**src/rtl/adc_sample_avg_pkg.sv**
```systemverilog
// adc_sample_avg_p: shared state encoding and default sizing
// for the ADC block averager.
package adc_sample_avg_p;

    typedef enum logic [1:0] {
        S_IDLE = 2'd0,
        S_ACC  = 2'd1,
        S_OUT  = 2'd2
    } state_t;

    localparam int DEF_DATA_WIDTH   = 10;
    localparam int DEF_AVG_LOG2_MAX = 4;

endpackage

```
**src/rtl/adc_sample_avg.sv**
```systemverilog
// adc_sample_avg: averages blocks of 2^N ADC samples and raises
// sticky window alarms on each averaged result.
module adc_sample_avg
    import adc_sample_avg_p::*;
#(
    parameter int DATA_WIDTH   = DEF_DATA_WIDTH,
    parameter int AVG_LOG2_MAX = DEF_AVG_LOG2_MAX
) (
    input  logic                  clk,
    input  logic                  rst_n,
    input  logic                  s_valid,
    output logic                  s_ready,
    input  logic [DATA_WIDTH-1:0] s_data,
    output logic                  m_valid,
    input  logic                  m_ready,
    output logic [DATA_WIDTH-1:0] m_data,
    input  logic                  cfg_en,
    input  logic [2:0]            cfg_avg_log2,
    input  logic [DATA_WIDTH-1:0] cfg_hi_thr,
    input  logic [DATA_WIDTH-1:0] cfg_lo_thr,
    input  logic                  alarm_clr,
    output logic                  alarm_hi,
    output logic                  alarm_lo
);

    localparam int ACC_W = DATA_WIDTH + AVG_LOG2_MAX;
    localparam int CNT_W = AVG_LOG2_MAX + 1;
    localparam int LOG_W = (AVG_LOG2_MAX < 2) ? 1
                         : $clog2(AVG_LOG2_MAX + 1);

    state_t           state;
    state_t           nxt;
    logic [ACC_W-1:0] acc;
    logic [ACC_W-1:0] sum;
    logic [CNT_W-1:0] cnt;
    logic [CNT_W-1:0] blk_last;
    logic [LOG_W-1:0] n_log;
    logic [LOG_W-1:0] n_cfg;
    logic             accept;
    logic             last;
    logic             load;
    logic             fresh;

    always_comb begin
        n_cfg = LOG_W'(cfg_avg_log2);
        if (int'(cfg_avg_log2) > AVG_LOG2_MAX)
            n_cfg = LOG_W'(AVG_LOG2_MAX);
    end

    assign blk_last = (CNT_W'(1) << n_log) - CNT_W'(1);
    assign sum      = acc + ACC_W'(s_data);
    assign accept   = s_valid & s_ready;
    assign last     = accept && (cnt == blk_last);
    assign load     = (state == S_IDLE && cfg_en)
                   || (state == S_OUT && m_ready);

    always_ff @(posedge clk or negedge rst_n) begin
        if (!rst_n) state <= S_IDLE;
        else        state <= nxt;
    end

    always_comb begin
        nxt = state;
        unique case (state)
            S_IDLE: if (cfg_en) nxt = S_ACC;
            S_ACC: begin
                if (!cfg_en)   nxt = S_IDLE;
                else if (last) nxt = S_OUT;
            end
            S_OUT: if (m_ready) nxt = cfg_en ? S_ACC : S_IDLE;
            default: nxt = S_IDLE;
        endcase
    end

    always_comb begin
        s_ready = (state == S_ACC);
        m_valid = (state == S_OUT);
    end

    // The block size is latched only when a block starts, so
    // cfg_avg_log2 may change freely while samples accumulate.
    always_ff @(posedge clk or negedge rst_n) begin
        if (!rst_n) begin
            acc    <= '0;
            cnt    <= '0;
            n_log  <= '0;
            m_data <= '0;
            fresh  <= 1'b0;
        end else begin
            fresh <= 1'b0;
            if (load) begin
                acc   <= '0;
                cnt   <= '0;
                n_log <= n_cfg;
            end else if (state == S_ACC && cfg_en && accept) begin
                if (last) begin
                    m_data <= DATA_WIDTH'(sum >> n_log);
                    fresh  <= 1'b1;
                end else begin
                    acc <= sum;
                    cnt <= cnt + CNT_W'(1);
                end
            end
        end
    end

    // fresh marks the cycle m_valid rises; a set beats a clear.
    always_ff @(posedge clk or negedge rst_n) begin
        if (!rst_n) begin
            alarm_hi <= 1'b0;
            alarm_lo <= 1'b0;
        end else begin
            alarm_hi <= (alarm_hi & ~alarm_clr)
                      | (fresh & (m_data > cfg_hi_thr));
            alarm_lo <= (alarm_lo & ~alarm_clr)
                      | (fresh & (m_data < cfg_lo_thr));
        end
    end

endmodule

```
**config.mk**
```make
export PLATFORM = sky130hd
export DESIGN_NAME = adc_sample_avg
export DESIGN_NICKNAME = d
export VERILOG_FILES = /design/src/rtl/adc_sample_avg_pkg.sv /design/src/rtl/adc_sample_avg.sv
export SDC_FILE = /design/constraint.sdc
export NUM_CORES = 1
export LEC_CHECK = 0
export ABC_AREA = 1
export BUFFER_PORTS_ARGS = -buffer_cell sky130_fd_sc_hd__buf_2
export CORE_ASPECT_RATIO = 1.75
export CORE_MARGIN = 2
export CORE_UTILIZATION = 45
export DETAILED_ROUTE_END_ITERATION = 6
export MAX_ROUTING_LAYER = met4
export PLACE_DENSITY = 0.66
export RECOVER_POWER = 25
export SLEW_MARGIN = 15
export SYNTH_ARGS = -nofsm -noshare
export SYNTH_HDL_FRONTEND = slang
export SYNTH_SLANG_ARGS = --single-unit
export TNS_END_PERCENT = 5
```
**constraint.sdc**
```tcl
create_clock -name clk -period 2.6 [get_ports clk]
set_input_delay 0.13 -clock clk [delete_from_list [all_inputs] [get_ports clk]]
set_output_delay 0.13 -clock clk [all_outputs]
set_load 0.05 [all_outputs]
```
Word level (Yosys, flattened, before mapping) --
Index checks and enable logic that the tools add are counted.
Storage, ports and cells: memories 0, register bits after elaboration 37, output and inout port bits 14, latch bits 0, logic and storage cells 59, RAM bits 0, bits of input ports 39, bits in read-only memories 0
Cells by class: shift-type cells 2, multiplexer cells 16, eq/ne operators 7, bitwise operators 9, add/sub/neg operators 3, div/mod/pow operators 0, $mul 0, $lt $le $gt $ge 3, reduce and logical (&&, ||, !) cells 11
Operator list (number):
- 14-bit two-way mux | 3
- 5-bit two-way mux | 3
- 14-bit by 10-bit adder with 14-bit output | 1
- 14-bit by 3-bit right shift with 10-bit output | 1
- 10-bit greater-than comparator | 1
- 10-bit less-than comparator | 1
- 2-bit two-way mux | 4
- 2-bit one-hot mux with 3 select lines | 1
- 3-bit AND reduction | 2
- 5-bit by 1-bit adder with 5-bit output (second input constant) | 1
- 1-bit bitwise AND | 5
- 5-bit == test | 1
- 1-bit logical AND | 5
- 1-bit by 3-bit << shifter with 5-bit output (first input constant) | 1
- 5-bit by 2-bit subtractor with 5-bit output (second input constant) | 1
- 1-bit two-way mux | 4
- 2-bit by 1-bit inequality test with 1-bit output (second input constant) | 2
- 3-bit greater-than comparator (second input constant) | 1
- 3-bit two-way mux | 1
- 3-bit by 2-bit inequality test with 1-bit output (second input constant) | 1
- 2-bit by 1-bit == test with 1-bit output (second input constant) | 1
- 2-bit == test (second input constant) | 1
- 2-bit zero test | 1
- 2-bit inequality test (second input constant) | 1
- 5 further kinds | 7

Longest topological paths before layout --
depth after elaboration 7, gate-level depth with buffers 17

Worst setup path after synthesis --
Ideal clock, no wire load.
kind register to register, start register n_log[0], end register m_data[2], clock period less this slack 2.288 ns, buffers on the path 2, data required time 2.479 ns, setup slack 0.312 ns, cell stages (with the launch flop) 16, arrival time 2.167 ns, setup time 0.121 ns, path through dfrtp_1 buf_4 inv_1 clkbuf_1 nor2_1 nand2_1 ha_1 xnor2_1 nor2_1 nand2_1 nor2_2 nand3_2 nor2_4 inv_1 a21oi_2 a21oi_2
On the way: longest elaborated chain between the ends 5, elaborated cells between the ends (all ways) 6, classes of those cells add/sub: 1; eq/ne: 1; shift: 2; reduce/logical: 2
RTL lines:
- start: declaration | RTL line adc_sample_avg.sv:37 | logic [LOG_W-1:0] n_log;
- start signal: assignment | RTL line adc_sample_avg.sv:94 | n_log <= n_cfg;
- 1-bit by 3-bit << shifter with 5-bit output | RTL line adc_sample_avg.sv:50 | assign blk_last = (CNT_W'(1) << n_log) - CNT_W'(1);
- 5-bit by 2-bit subtractor with 5-bit output | RTL line adc_sample_avg.sv:50
- 5-bit == test | RTL line adc_sample_avg.sv:53 | assign last = accept && (cnt == blk_last);
- 1-bit logical AND | RTL line adc_sample_avg.sv:53
- 3-bit AND reduction (no source line)
- end signal: assignment | RTL line adc_sample_avg.sv:97 | m_data <= DATA_WIDTH'(sum >> n_log);
- end: declaration | RTL line adc_sample_avg.sv:16 | output logic [DATA_WIDTH-1:0] m_data,
Parallel ways exist; a longest one is shown, timed or not. A chain may end at the register's enable or synchronous reset.

Worst setup path in the final report --
start register n_log[0], end register acc[8]
On the way: longest elaborated chain between the ends 6
RTL lines:
- 1-bit by 3-bit << shifter with 5-bit output | RTL line adc_sample_avg.sv:50
- 5-bit by 2-bit subtractor with 5-bit output | RTL line adc_sample_avg.sv:50
- 5-bit == test | RTL line adc_sample_avg.sv:53
- 1-bit logical AND | RTL line adc_sample_avg.sv:53
- 2-bit by 1-bit inequality test with 1-bit output (no source line)
- 2-bit AND reduction (no source line)
- end signal: assignment | RTL line adc_sample_avg.sv:100 | acc <= sum;
- end: declaration | RTL line adc_sample_avg.sv:33 | logic [ACC_W-1:0] acc;
Every way passes these cells.

==> summary.txt <==
global route overflow: 0
met2 wire length: 4838 um
post-place setup slack: 0.2909 ns
core area: 7462 um^2
DR vias/cell: 5.365
crit end category: register
worst skew pair latency: 0.28 ns
DP HPWL: 7731 um
MaxCap Viol Count: 0
fillers: 779
std cell rows: 42
leading cell type in the layout, fill and taps excluded: nand2_1
Avg WL per Cell: 14.51 um
top cell type's share of synthesized area: 27.22%
Post-route DRC: 0
number of antenna diodes: 0
post-synthesis register bit count: 37
CTS buffer count: 5
Least-Margin Pin Slew: 0.9416 ns
Die H: 119.0 um
Setup WS post-layout: 0.2174 ns
CTS Sinks: 37
max-slew violations: 0
post-synth cell types: 37
Overall Power: 3.378 mW
routed wire length: 9506 um
clock skew: 0.005103 ns
vias in the first global route: 3464
Hold Path Origin: alarm_clr
r2r endpoint: acc[8]
htree depth: 2
post-synthesis sequential area ratio: 27.22%
clock-pin slew on the worst setup and hold paths: 0.06 ns
input/output buffers: 52
RSZ-0062 raised after global routing: false
Worst Path Required: 2.75 ns
Synth Cell Area: 3402 um^2
Final min period: 2.383 ns
largest cells by area after synthesis: dfrtp_1 27%, nand2_1 17%, nand3_1 13%, ha_1 11%, inv_1 8.1%
CP Class: reg -> reg
most frequent cells in the layout: 151 x nand2_1, 86 x nand3_1, 73 x inv_1, 39 x buf_2, 37 x dfrtp_1
FF-to-FF setup slack: 0.22 ns
first drt pass iteration count: 5
cells on worst reg2reg path: 13
wire length on met1: 3670 um
placed instance count: 646
Max clock buf depth: 2
Fin. Hold Viols: 0
die area: 8299 um^2
FF+latch area: 925.9 um^2
top layer in use: met4
metal3 WL: 360 um
leakage power: 2.169 nW
worst vdd ir: 428.3 uV
Synth area leader: dfrtp_1
nets@finish: 637
post-route insts no fill: 655
crit path DAT: 2.54 ns
CTS tree: yes
Post-Syn Nets: 582
status: completed
Root Driver: clkbuf_16
WHS Path Cells: 2
I/O pin cnt: 53
crit start category: register
Critical R2R Launch: n_log[0]
YS warnings: 0
syn avg cell area: 6.658 um^2
multi-input logic area: 2108 um^2
worst-path maximum fanout: 15
Relative slew margins: 37.23%
Iteration-0 DRC Markers: 131
Setup TNS: 0 ns
cell count after synthesis: 511
Die W: 69.73 um
first-pass GRT wire length: 15530 um
initial antenna violation count: 0
Max Freq: 419.7 MHz
vias post-DR: 3514
P&R area growth vs syn: 13.94%
Final ANT Viol Nets: 0
Final period util: 91.64%
largest net degree at the start of global routing: 38
min-delay worst type: in -> reg
Starting Density: 45.59%
Pwr Density: 871.4 nW/um^2
share of cells above drive strength 1: 12.70%
GRT Util Overall: 24.25%
final setup fails: 0
hold worst-path end: alarm_hi
RePlAce Congestion: 1.000
==> worst max-delay path, cell delays in order, from the launching register on <==
cell     delay [ns]
dfrtp_1        0.46
inv_1          0.09
nor2_1         0.14
nand2_1        0.07
ha_1           0.29
xnor2_1        0.13
nor2_1         0.09
nand2_1        0.06
nor2_2         0.09
nand3_2        0.14
nand2_4        0.12
buf_4          0.22
nand3_1        0.16
o21ai_0        0.19
==> state kept, by name, summed over array words and instances (netlist names) <==
signal and flops:
cnt 5, alarm_lo 1, acc 14, m_data 10, alarm_hi 1, state 2, fresh 1, n_log 3
==> stage by stage <==
stage	cell area (um^2)	hold slack [ns]	util [%]
global route	3876	0.05143	51.94
global placement	3742	0.2815	50.15
floorplan	3402	-0.1656	-
finish	3876	0.04086	51.94
detailed placement	3742	0.2860	50.15
CTS	3891	0.04002	52.15
==> worst max-delay path by stage <==
| stage | from | endpoint | slack, ns | cells after the start |
|---|---|---|---|---|
| floorplan | n_log[0] | m_data[2] | 0.31 | 15 |
| finish | n_log[0] | acc[8] | 0.22 | 13 |
| detailed placement | n_log[0] | acc[8] | 0.29 | 13 |
| CTS | n_log[0] | acc[8] | 0.25 | 13 |
| global placement | n_log[0] | acc[8] | 0.24 | 13 |
| global route | n_log[0] | acc[8] | 0.11 | 13 |
==> cell type report <==
| class | count | area share, % |
|---|---|---|
| Multi-Input combinational cell | 386 | 54.39 |
| Sequential cell | 37 | 23.89 |
| Timing Repair Buffer | 60 | 7.941 |
| Inverter | 76 | 7.360 |
| Clock buffer | 6 | 3.325 |
| Tap cell | 88 | 2.841 |
| Clock inverter | 2 | 0.2582 |
==> kinds of logic (layout without fill, tap and decap cells) <==
kind of cell / Yosys count / after routing / synth area share [%]
compound gates: 50 / 50 / 8.827
fa+ha+maj: 32 / 32 / 11.99
xor+xnor: 8 / 8 / 2.059
simple gates: 296 / 296 / 39.09
flops: 37 / 37 / 27.22
buf+inv: 88 / 144 / 10.81
==> cell usage after synthesis (all sizes together) <==
master	count
a21boi	2
a21o	1
a21oi	18
a22oi	1
a31oi	1
buf	7
clkbuf	5
dfrtp	37
fa	1
ha	31
inv	76
nand2	156
nand3	87
nand3b	2
nand4	11
nor2	33
nor3	7
o2111ai	1
o211a	1
o211ai	1
o21a	2
o21ai	20
o22ai	1
o31ai	1
xnor2	4
xor2	4
==> report_power, final <==
part	switching, mW	total, mW	internal (mW)	leakage [nW]
sequential	0.114	0.807	0.693	0.498
combinational	1.32	1.99	0.665	1.60
clock	0.231	0.582	0.352	0.0706
==> what timing repair did <==
action	CTS	global route
resized for setup	0	0
buffers inserted	0	0
hold buffers	1	0
hold endpoints to repair	37	0
==> metal layers <==
| metal | global-route usage [%] | up-vias |
|---|---|---|
| li1 | - | 1775 |
| met4 | 16.23 | 0 |
| met1 | 24.40 | 1593 |
| met3 | 3.215 | 34 |
| met5 | - | - |
| met2 | 43.03 | 112 |
(Power assumes the default switching activity.)
